### config.mk
export PLATFORM = sky130hd
export DESIGN_NAME = random_spawn_sampler
export DESIGN_NICKNAME = d
export VERILOG_FILES = /design/src/rtl/random_spawn_sampler.sv
export SDC_FILE = /design/constraint.sdc
export NUM_CORES = 1
export LEC_CHECK = 0
export CORE_ASPECT_RATIO = 0.6
export CORE_MARGIN = 2
export CORE_UTILIZATION = 35
export CTS_CLUSTER_SIZE = 14
export DETAILED_ROUTE_END_ITERATION = 7
export PLACE_DENSITY_LB_ADDON = 0.2
export SLEW_MARGIN = 0
export SYNTH_ARGS = -nofsm -noshare
export SYNTH_HDL_FRONTEND = slang
export SYNTH_SLANG_ARGS = --single-unit
### constraint.sdc
create_clock -name clk -period 4.57 [get_ports clk]
set_clock_uncertainty 0.15 [all_clocks]
set_input_delay 0.457 -clock clk [delete_from_list [all_inputs] [get_ports clk]]
set_output_delay 0.457 -clock clk [all_outputs]
set_load 0.01 [all_outputs]
### src/rtl/random_spawn_sampler.sv
// random_spawn_sampler: turns LFSR words into bounded spawn coordinates by rejection sampling with a keep-out box
module random_spawn_sampler #(
    parameter int X_W       = 10,
    parameter int Y_W       = 10,
    parameter int X_LO      = 16,
    parameter int X_HI      = 783,
    parameter int Y_LO      = 16,
    parameter int Y_HI      = 583,
    parameter int MAX_TRIES = 8
) (
    input  logic           clk,
    input  logic           rst,
    input  logic [31:0]    random_i,
    input  logic           req_valid,
    output logic           req_ready,
    input  logic           ko_en,
    input  logic [X_W-1:0] ko_x0,
    input  logic [X_W-1:0] ko_x1,
    input  logic [Y_W-1:0] ko_y0,
    input  logic [Y_W-1:0] ko_y1,
    output logic           out_valid,
    input  logic           out_ready,
    output logic [X_W-1:0] pos_x,
    output logic [Y_W-1:0] pos_y,
    output logic           forced
);
    localparam int SX  = X_HI - X_LO;
    localparam int SY  = Y_HI - Y_LO;
    localparam int MX  = (1 << $clog2(SX + 1)) - 1;
    localparam int MY  = (1 << $clog2(SY + 1)) - 1;
    localparam int T_W = $clog2(MAX_TRIES + 1);

    typedef enum logic [1:0] {IDLE, SAMPLE, HOLD} state_t;

    state_t         state_q, state_d;
    logic [T_W-1:0] tries_q, tries_d;
    logic           ko_en_q, ko_en_d;
    logic [X_W-1:0] ko_x0_q, ko_x0_d, ko_x1_q, ko_x1_d;
    logic [Y_W-1:0] ko_y0_q, ko_y0_d, ko_y1_q, ko_y1_d;
    logic [X_W-1:0] pos_x_q, pos_x_d;
    logic [Y_W-1:0] pos_y_q, pos_y_d;
    logic           forced_q, forced_d;
    logic [X_W-1:0] cx, ax, fx;
    logic [Y_W-1:0] cy, ay, fy;
    logic           in_ko, ok;
    logic           unused_rand;

    assign unused_rand = ^random_i;
    assign req_ready   = (state_q == IDLE);
    assign out_valid   = (state_q == HOLD);
    assign pos_x       = pos_x_q;
    assign pos_y       = pos_y_q;
    assign forced      = forced_q;

    // Candidate evaluation and next-state/register update logic
    always_comb begin
        cx       = random_i[X_W-1:0] & X_W'(MX);
        cy       = random_i[16+:Y_W] & Y_W'(MY);
        ax       = X_W'(X_LO) + cx;
        ay       = Y_W'(Y_LO) + cy;
        fx       = (cx > X_W'(SX)) ? cx - X_W'(SX + 1) : cx;
        fy       = (cy > Y_W'(SY)) ? cy - Y_W'(SY + 1) : cy;
        in_ko    = ko_en_q && ax >= ko_x0_q && ax <= ko_x1_q && ay >= ko_y0_q && ay <= ko_y1_q;
        ok       = cx <= X_W'(SX) && cy <= Y_W'(SY) && !in_ko;
        state_d  = state_q;
        tries_d  = tries_q;
        ko_en_d  = ko_en_q;
        ko_x0_d  = ko_x0_q;
        ko_x1_d  = ko_x1_q;
        ko_y0_d  = ko_y0_q;
        ko_y1_d  = ko_y1_q;
        pos_x_d  = pos_x_q;
        pos_y_d  = pos_y_q;
        forced_d = forced_q;
        case (state_q)
            IDLE: if (req_valid) begin
                state_d = SAMPLE;
                tries_d = '0;
                ko_en_d = ko_en;
                ko_x0_d = ko_x0;
                ko_x1_d = ko_x1;
                ko_y0_d = ko_y0;
                ko_y1_d = ko_y1;
            end
            SAMPLE: if (ok) begin
                state_d  = HOLD;
                pos_x_d  = ax;
                pos_y_d  = ay;
                forced_d = 1'b0;
                tries_d  = '0;
            end else if (tries_q == T_W'(MAX_TRIES - 1)) begin
                state_d  = HOLD;
                pos_x_d  = X_W'(X_LO) + fx;
                pos_y_d  = Y_W'(Y_LO) + fy;
                forced_d = 1'b1;
                tries_d  = '0;
            end else begin
                tries_d = tries_q + 1'b1;
            end
            HOLD: state_d = out_ready ? IDLE : HOLD;
            default: state_d = IDLE;
        endcase
    end

    // State and data registers with synchronous reset
    always_ff @(posedge clk) begin
        if (rst) begin
            state_q  <= IDLE;
            tries_q  <= '0;
            ko_en_q  <= 1'b0;
            ko_x0_q  <= '0;
            ko_x1_q  <= '0;
            ko_y0_q  <= '0;
            ko_y1_q  <= '0;
            pos_x_q  <= '0;
            pos_y_q  <= '0;
            forced_q <= 1'b0;
        end else begin
            state_q  <= state_d;
            tries_q  <= tries_d;
            ko_en_q  <= ko_en_d;
            ko_x0_q  <= ko_x0_d;
            ko_x1_q  <= ko_x1_d;
            ko_y0_q  <= ko_y0_d;
            ko_y1_q  <= ko_y1_d;
            pos_x_q  <= pos_x_d;
            pos_y_q  <= pos_y_d;
            forced_q <= forced_d;
        end
    end
endmodule

==> run_results.csv, run 1 <==
group,metric,value,unit
sta,tightest_slew,0.899,ns
die,die_area,0.0132,mm^2
logic_synthesis,netlist.area_leader.share,31.6,%
sta,finalCriticalPeriod,3.98,ns
clock_tree,ctsRootBufferMaster,"clkbuf_16",
power_and_ir_drop,irDropWorstVdd,0.168,mV
routing,wire_per_inst,14.9,um
logic_synthesis,syn_area,0.00431,mm^2
clock_tree,cts_setup_buffers,0,
global_route,track_usage,18.0,%
clock_tree,cts_resized,0,
die,rows,31,
clock_tree,htreeDepth,3,
global_route,grt_pass1_wl,19.0,mm
layout,antennaDiodeCount,0,
routing,antenna_left,0,
global_route,grt_overflow,0,
clock_tree,clk_latency,0.32,ns
clock_tree,cts_buffer_depth,2,
logic_synthesis,synth_commonest_cells,"105 x nand2_1, 74 x a21oi_1, 68 x dfxtp_1",
setup_path,critPathLaunchType,"input pin",
setup_path,critPathArrivalTime,4.08,ns
routing,drt-initial-drc-count,225,
setup_path,end_kind,"flop",
routing,firstDrtPassIters,5,
die,io_pins,100,
power_and_ir_drop,p_leak,2.10,nW
global_route,antenna_found_initial,0,
clock_tree,cts_tree,"yes",
setup_path,critPathMaxFanout,8,
outcome,status,"finished clean",
logic_synthesis,yosysMostFrequentCell,"nand2_1",
logic_synthesis,yosys.cell_types.count,56,
sta,relSlewSlack,40.1,%
logic_synthesis,ys_ff_latch,68,
routing,routed-via-count,3968,
layout,drive_above_1_share,12.6,%
logic_synthesis,synth-async-reset-ratio,0,%
sta,finalHoldViolCount,0,
logic_synthesis,syn_nets,661,
sta,rsz0062_at_grt,"false",
placement,portBuffers,87,
clock_tree,clock-sinks,68,
layout,fillers,1162,
worst_hold_path,hp-class,"reg -> reg",
logic_synthesis,synthTopCellsByArea,"dfxtp_1 32%, ha_1 14%, nand2_1 9.1%",
clock_tree,clkTransAtPathRegs,0.06,ns
setup_path,cp.required,4.67,ns
layout,nets,742,
layout,syn_to_final_growth,29.6,%
routing,vias_per_cell,5.05,
sta,fin_crit_sh,87.0,%
die,start_util,35.8,%
logic_synthesis,ys_seq_area_share,31.6,%
global_route,grt_pass1_vias,3687,
flow_run,maxCapViolations,0,
die,die_w,147,um
placement,gp_congestion,0.847,
sta,fmax,251,MHz
logic_synthesis,synth-edff-count,0,
sta,tns,0,ns
logic_synthesis,synth_largest_area_cell,"dfxtp_1",
setup_path,crit_type,"in -> reg",
power_and_ir_drop,p_per_area,296,mW/mm^2
clock_tree,ctsHoldBuffers,0,
clock_tree,numCtsBuffers,9,
global_route,grt_max_degree,47,
logic_synthesis,ys_warn_count,0,
power_and_ir_drop,p_total,0.00165,W
routing,drcViolationCount,0,
die,die_h,90.0,um
sta,setup_violations,0,
logic_synthesis,synthFlopType,"dfxtp_1",
sta,slew_violations,0,
routing,routed_wl,11.7,mm
logic_synthesis,avgSynthCellArea,8.03,um^2
die,core,0.0120,mm^2
placement,dp.final_hpwl,9.05,mm
logic_synthesis,syn_inst,537,
per-layer routing:
layer | share of wire (%) | vias to the layer above | track usage (%)
met1 | 56 | 1832 | 28.9
li1 | - | 2025 | -
met3 | 5.1 | 6 | 3.96
met4 | 0.47 | 0 | 2.88
met5 | 0 | - | 0
met2 | 38 | 105 | 24.2
cell type report:
| class | instances | area (um^2) | area share (%) |
|---|---|---|---|
| multi-input combinational | 394 | 2630 | 47.2 |
| sequential | 68 | 1360 | 24.4 |
| timing repair buffer | 98 | 948 | 17.0 |
| clock buffer | 11 | 243 | 4.35 |
| tap | 165 | 206 | 3.70 |
| inverter | 47 | 176 | 3.16 |
| clock inverter | 3 | 15.0 | 0.269 |
power by group:
part	switching (W)	total, W	internal, W
registers	0.0000203	0.000649	0.000629
clock network	0.000243	0.000616	0.000373
logic	0.000215	0.000390	0.000175
total	0.000478	0.00165	0.00118
logic make-up (layout without fill, tap and decap cells):
logic type | count (synthesis) | count (layout) | synth area share, %
mux | 2 | 2 | 0.522
fa+ha+maj | 47 | 47 | 13.6
compound gates | 147 | 147 | 23.9
flops | 68 | 68 | 31.6
xor+xnor | 15 | 15 | 3.05
buf+inv | 75 | 159 | 7.55
simple gates | 183 | 183 | 19.7
cells in the final DEF, fill, tap and decap left out, drive strengths merged, types with 6 or more instances in the layout:
cell / instances
nor3: 8
xor2: 9
inv: 47
clkbuf: 11
xnor2: 6
nand4: 6
o21ai: 22
nand2: 106
ha: 47
a21oi: 82
nand3: 23
nor2: 25
clkdlybuf4s50: 86
dfxtp: 68
buf: 12
a211oi: 10
nor2b: 6
flip-flops by register name, indices dropped and copies added, names as in the netlist:
signal,count
ko_x1_q,10
ko_en_q,1
pos_x,10
ko_x0_q,10
ko_y1_q,10
state_q,2
pos_y,10
forced,1
ko_y0_q,10
tries_q,4
per-stage QoR:
stage	worst slack, ns	hold WS [ns]	instance area (um^2)	utilization (%)	cells
after detailed placement	0.275	0.297	5330	44.3	772
final	0.593	0.303	5580	46.4	786
after global placement	0.351	0.296	5330	44.3	772
after global routing	0.372	0.320	5580	46.4	786
after floorplan	1.33	0.283	4310	-	537
after CTS	0.615	0.304	5580	46.4	786
critical path, stage by stage:
cell and delay [ns]:
clkdlybuf4s50_1 0.66, ha_1 0.39, nand3_1 0.13, xnor2_1 0.27
ha_1 0.30, nand4_1 0.14, a211oi_2 0.05, a2111o_1 0.42
a221oi_4 0.40, o2111a_2 0.38, buf_4 0.23, o21ai_2 0.08
a21oi_2 0.14
worst paths after layout:
path | startpoint | end | slack (ns) | cells past startpoint
worst max-delay path | random_i[21] | pos_x[0] | 0.59 | 13
worst min-delay path | ko_x0_q[7] | ko_x0_q[7] | 0.30 | 2
worst max register to register | ko_y1_q[5] | pos_x[0] | 1.71 | 10
worst min register to register | ko_x0_q[7] | ko_x0_q[7] | 0.30 | 2
No activity file was read; power rests on OpenSTA's default activity.
==> run 2, diff against run 1 <==
--- a/config.mk
+++ b/config.mk
@@ -12,4 +12,6 @@
 export DETAILED_ROUTE_END_ITERATION = 7
 export PLACE_DENSITY_LB_ADDON = 0.2
+export RECOVER_POWER = 25
+export SKIP_CTS_REPAIR_TIMING = 1
 export SLEW_MARGIN = 0
 export SYNTH_ARGS = -nofsm -noshare
==> constraint.sdc (replaced) <==
create_clock -name clk -period 4.57 [get_ports clk]
set_clock_uncertainty 0.15 [all_clocks]
set_input_delay 0.6855 -clock clk [delete_from_list [all_inputs] [get_ports clk]]
set_output_delay 0.6855 -clock clk [all_outputs]
set_load 0.01 [all_outputs]
==> run 2 against run 1 <==
  * Clock power rose by 21%
  * Global-route usage rose by 0.19 points
  * Register-to-register slack got worse by 0.04 ns
  * Via count rose by 0.83%
  * Critical path depth did not move
  * Power rose by 7.8%
  * Count of clock-buffer cells in the layout rose by 1
  * Critical path type unchanged
  * Critical endpoint unchanged
==> run_results.csv, run 2 (synthesis results as in run 1) <==
group,metric,value,unit
outcome,status,"finished clean",
setup_path,worst_path_most_repeated_cell,"ha_1",
die,start_util,35.8,%
power_and_ir_drop,p_per_area,315,mW/mm^2
die,core,0.0120,mm^2
sta,fin_crit_sh,92.1,%
clock_tree,cts_buffer_depth,2,
die,die_w,147,um
routing,drt-initial-drc-count,207,
sta,setup_violations,0,
setup_path,critPathLaunchType,"input pin",
routing,routed_wl,11.9,mm
global_route,grt_max_degree,42,
layout,antennaDiodeCount,0,
global_route,grt_overflow,0,
global_route,grt_pass1_vias,3731,
clock_tree,clk_latency,0.33,ns
clock_tree,htreeDepth,3,
setup_path,path_cells,"clkdlybuf4s50_1, ha_1, nand3_1, xnor2_1, ha_1, nand4_1, a211oi_2, a2111o_1, a221oi_4, o2111a_2, buf_4, o21ai_2, a21oi_2",
sta,tightest_slew,0.942,ns
power_and_ir_drop,irDropWorstVdd,0.179,mV
clock_tree,clkTransAtPathRegs,0.06,ns
die,die_h,90.0,um
layout,drive_above_1_share,13.1,%
setup_path,critPathMaxFanout,8,
global_route,antenna_found_initial,0,
layout,syn_to_final_growth,31.5,%
placement,gp_congestion,0.887,
die,io_pins,100,
placement,portBuffers,87,
layout,nets,745,
global_route,track_usage,18.1,%
power_and_ir_drop,p_leak,2.17,nW
sta,finalHoldViolCount,0,
setup_path,critPathArrivalTime,4.31,ns
routing,wire_per_inst,15.1,um
setup_path,cp_top_family,"compound AO/OA/AOI/OAI gates",
routing,vias_per_cell,5.06,
routing,firstDrtPassIters,5,
routing,drcViolationCount,0,
layout,utilization,47.1,%
global_route,grt_pass1_wl,19.1,mm
die,die_area,0.0132,mm^2
setup_path,slowest_stage,"clkdlybuf4s50_1",
layout,final_cell_mix,"105 x nand2_1, 76 x clkdlybuf4s50_1, 73 x a21oi_1, 68 x dfxtp_1",
die,rows,31,
sta,slew_violations,0,
setup_path,critPathMaxStageDelay,0.64,ns
setup_path,cp.buffers_inverters,2,
setup_path,cp.required,4.67,ns
layout,final_common_cell,"nand2_1",
sta,relSlewSlack,37.2,%
setup_path,crit_type,"in -> reg",
clock_tree,ctsRootBufferMaster,"clkbuf_16",
clock_tree,numCtsBuffers,9,
sta,tns,0,ns
routing,antenna_left,0,
clock_tree,cts_tree,"yes",
flow_run,maxCapViolations,0,
sta,finalCriticalPeriod,4.21,ns
setup_path,end_kind,"flop",
placement,dp.final_hpwl,9.32,mm
sta,rsz0062_at_grt,"false",
worst_hold_path,hp-class,"reg -> reg",
sta,fmax,238,MHz
clock_tree,clock-sinks,68,
routing,routed-via-count,4001,
[run 2: cell count changes in the layout (fill, tap and decap cells not counted)]
| cell | change |
|---|---|
| buf_4 | +3 |
| bufinv_16 | +2 |
| clkbuf_1 | +1 |
| clkdlybuf4s50_1 | -10 |
| clkinv_2 | -2 |
| clkinvlp_4 | +1 |
| dlygate4sd3_1 | +10 |
[run 2: metal layers]
metal | up-vias | track usage, % | wire length (um)
li1 | 2017 | - | -
met1 | 1863 | 28.4 | 6440
met2 | 112 | 24.2 | 4560
met3 | 9 | 4.97 | 832
met4 | 0 | 4.01 | 98
met5 | - | 0 | 0
[run 2: layout make-up]
| type | instances | area, um^2 |
|---|---|---|
| Clock buffer | 12 | 246 |
| Inverter | 47 | 176 |
| Tap cell | 165 | 206 |
| Timing Repair Buffer | 101 | 971 |
| Multi-Input combinational cell | 394 | 2630 |
| Fill cell | 1205 | 6360 |
| Sequential cell | 68 | 1360 |
| Clock inverter | 4 | 72.6 |
[run 2: worst reg2reg max path, cell delays in order, from the launching register on]
cell      delay [ns]
dfxtp_1         0.33
inv_1           0.05
ha_1            0.31
a21oi_1         0.15
o21ai_1         0.10
a2111o_1        0.48
a221oi_4        0.41
o2111a_2        0.39
buf_4           0.23
o21ai_2         0.09
a21oi_2         0.14
[run 2: per-stage QoR]
stage          std cells  cell area [um^2]  power (W)  worst slack [ns]  hold WS (ns)
6_report             791              5670    0.00178             0.360         0.303
5_1_grt              791              5670    0.00188             0.191         0.328
4_1_cts              791              5670    0.00180             0.376         0.308
3_5_place_dp         775              5350    0.00105            0.0530         0.300
3_3_place_gp         775              5350    0.00104             0.168         0.295
2_1_floorplan        537              4310   0.000894              1.11         0.283
[run 2: final timing paths]
check | from | to | slack (ns) | cells after the start
worst min-delay path | ko_y0_q[1] | ko_y0_q[1] | 0.30 | 2
worst max-delay path | random_i[20] | pos_x[0] | 0.36 | 13
worst min register to register | ko_y0_q[1] | ko_y0_q[1] | 0.30 | 2
worst max register to register | ko_y1_q[5] | pos_x[0] | 1.67 | 10
[run 2: where the power goes]
part	switching, W	internal (W)	total, W
clock	0.000251	0.000492	0.000743
sequential	0.0000204	0.000628	0.000649
combinational	0.000217	0.000176	0.000393
==> run 3, diff against run 2 <==
Clock period 4.57 ns to 5.05 ns, I/O delays scaled along.
==> run 3 against run 2 <==
  * The run now ends with capacitance limit, slew limit left
  * Core utilization down 0.43 points
  * Global-route usage up 0.45 points
  * Sequential power down 9.6%
  * Flip-flop and latch count unchanged
  * Worst setup slack better by 0.39 ns
  * First-iteration DRC count up 28%
  * Sequential share of layout area up 0.22 points
  * Power down 9.9%
  * Register-to-register slack better by 0.48 ns
  * Die area unchanged
  * Count of clock-buffer cells in the layout down 3
  * Critical path depth unchanged
  * Critical path type unchanged
  * Largest cell class unchanged
  * Largest power group unchanged
==> run_results.csv, run 3 (synthesis results as in run 1) <==
group,metric,value,unit
outcome,status,"complete, but fails checks",
outcome,violations,"capacitance limit, slew limit",
sta,tightest_slew,1.65,ns
global_route,grt_pass1_vias,3829,
layout,final_cell_mix,"105 x nand2_1, 85 x clkdlybuf4s50_1, 73 x a21oi_1, 68 x dfxtp_1",
layout,drive_above_1_share,12.4,%
sta,tns,0,ns
setup_path,cp.required,5.17,ns
routing,drt-initial-drc-count,265,
clock_tree,htreeDepth,3,
sta,finalHoldViolCount,0,
sta,worst_slack,0.748,ns
layout,antennaDiodeCount,0,
layout,stdcell_area,0.00562,mm^2
sta,fin_crit_sh,85.2,%
clock_tree,clock-sinks,68,
clock_tree,cts_tree,"yes",
setup_path,end_kind,"flop",
die,die_area,0.0132,mm^2
routing,routed-via-count,3980,
clock_tree,cts_buffer_depth,2,
placement,gp_congestion,0.894,
setup_path,critPathMaxFanout,8,
die,die_w,147,um
flow_run,maxCapViolations,1,
clock_tree,clkTransAtPathRegs,0.06,ns
layout,final_common_cell,"nand2_1",
worst_hold_path,hp-class,"reg -> reg",
setup_path,worst_path_most_repeated_cell,"ha_1",
setup_path,critPathArrivalTime,4.42,ns
routing,wl_met1,6.29,mm
sta,holdWs,0.305,ns
routing,firstDrtPassIters,4,
global_route,grt_pass1_wl,19.5,mm
setup_path,critPathLaunchType,"input pin",
power_and_ir_drop,p_leak,2.11,nW
placement,pre_cts_slack,0.454,ns
placement,portBuffers,87,
setup_path,cp.buffers_inverters,2,
die,start_util,35.8,%
die,die_h,90.0,um
layout,utilization,46.7,%
routing,wl_met2,4.70,mm
sta,finalCriticalPeriod,4.30,ns
clock_tree,ctsRootBufferMaster,"clkbuf_16",
global_route,grt_max_degree,47,
global_route,antenna_found_initial,0,
setup_path,slowest_stage,"clkdlybuf4s50_1",
sta,rsz0062_at_grt,"false",
routing,routed_wl,12.0,mm
setup_path,critPathMaxStageDelay,0.65,ns
clock_tree,clk_latency,0.34,ns
global_route,track_usage,18.6,%
sta,setup_violations,0,
setup_path,cp_top_family,"compound AO/OA/AOI/OAI gates",
die,io_pins,100,
setup_path,crit_type,"in -> reg",
sta,relSlewSlack,-10.1,%
die,rows,31,
sta,fmax,232,MHz
routing,wl_met3,829,um
routing,drcViolationCount,0,
die,core,0.0120,mm^2
routing,highest_layer,"met4",
clock_tree,numCtsBuffers,9,
routing,wire_per_inst,15.2,um
placement,dp.final_hpwl,9.24,mm
routing,antenna_left,0,
routing,vias_per_cell,5.07,
layout,nets,739,
setup_path,path_cells,"clkdlybuf4s50_1, ha_1, nand3_1, xnor2_1, ha_1, nand4_1, a211oi_2, a2111o_1, a221oi_4, o2111a_2, buf_4, o21ai_2, a21oi_2",
global_route,grt_overflow,0,
layout,syn_to_final_growth,30.3,%
power_and_ir_drop,p_per_area,286,mW/mm^2
sta,slew_violations,42,
power_and_ir_drop,irDropWorstVdd,0.164,mV
placement,placed_cell_area,0.00530,mm^2
-- run 3: cell count changes in the layout (fill, tap and decap cells not counted), moves of 2 or more --
cell             delta
buf_4               -7
dlygate4sd3_1       -9
clkinv_2            +2
clkdlybuf4s50_1     +9
-- run 3: report_power, final --
part	switching (W)	total, W	internal (W)	leakage (nW)
clock network	0.000238	0.000668	0.000430	0.155
logic	0.000195	0.000352	0.000156	1.39
registers	0.0000188	0.000587	0.000569	0.556
-- run 3: worst min-delay path, stage by stage, from the launching register on --
cell	delay, ns
dfxtp_1	0.31
nand2_1	0.05
a21oi_1	0.05
-- run 3: cell type report --
type	instances	area, um^2
fillers	1195	6410
multi-input cells	394	2630
clock inverters	7	91.3
well taps	165	206
repair buffers	95	922
clock buffers	9	225
flip-flops and latches	68	1360
inverters	47	176
-- run 3: final timing paths --
kind                              endpoint  cells past startpoint         start  slack [ns]
worst max register to register    pos_x[0]                     10    ko_y1_q[5]        2.15
worst min register to register  ko_y0_q[6]                      2    ko_y0_q[6]        0.30
worst max-delay path              pos_x[0]                     13  random_i[21]        0.75
worst min-delay path            ko_y0_q[6]                      2    ko_y0_q[6]        0.30
-- run 3: through the flow --
stage	power, W	instances
floorplan	0.000809	537
global placement	0.000935	769
detailed placement	0.000949	769
CTS	0.00162	785
global route	0.00169	785
finish	0.00161	785
-- run 3: metal layers --
metal	vias to the layer above	track usage [%]
met3	14	5.28
met1	1836	28.4
li1	2013	-
met2	117	25.3
met5	-	0
met4	0	4.57
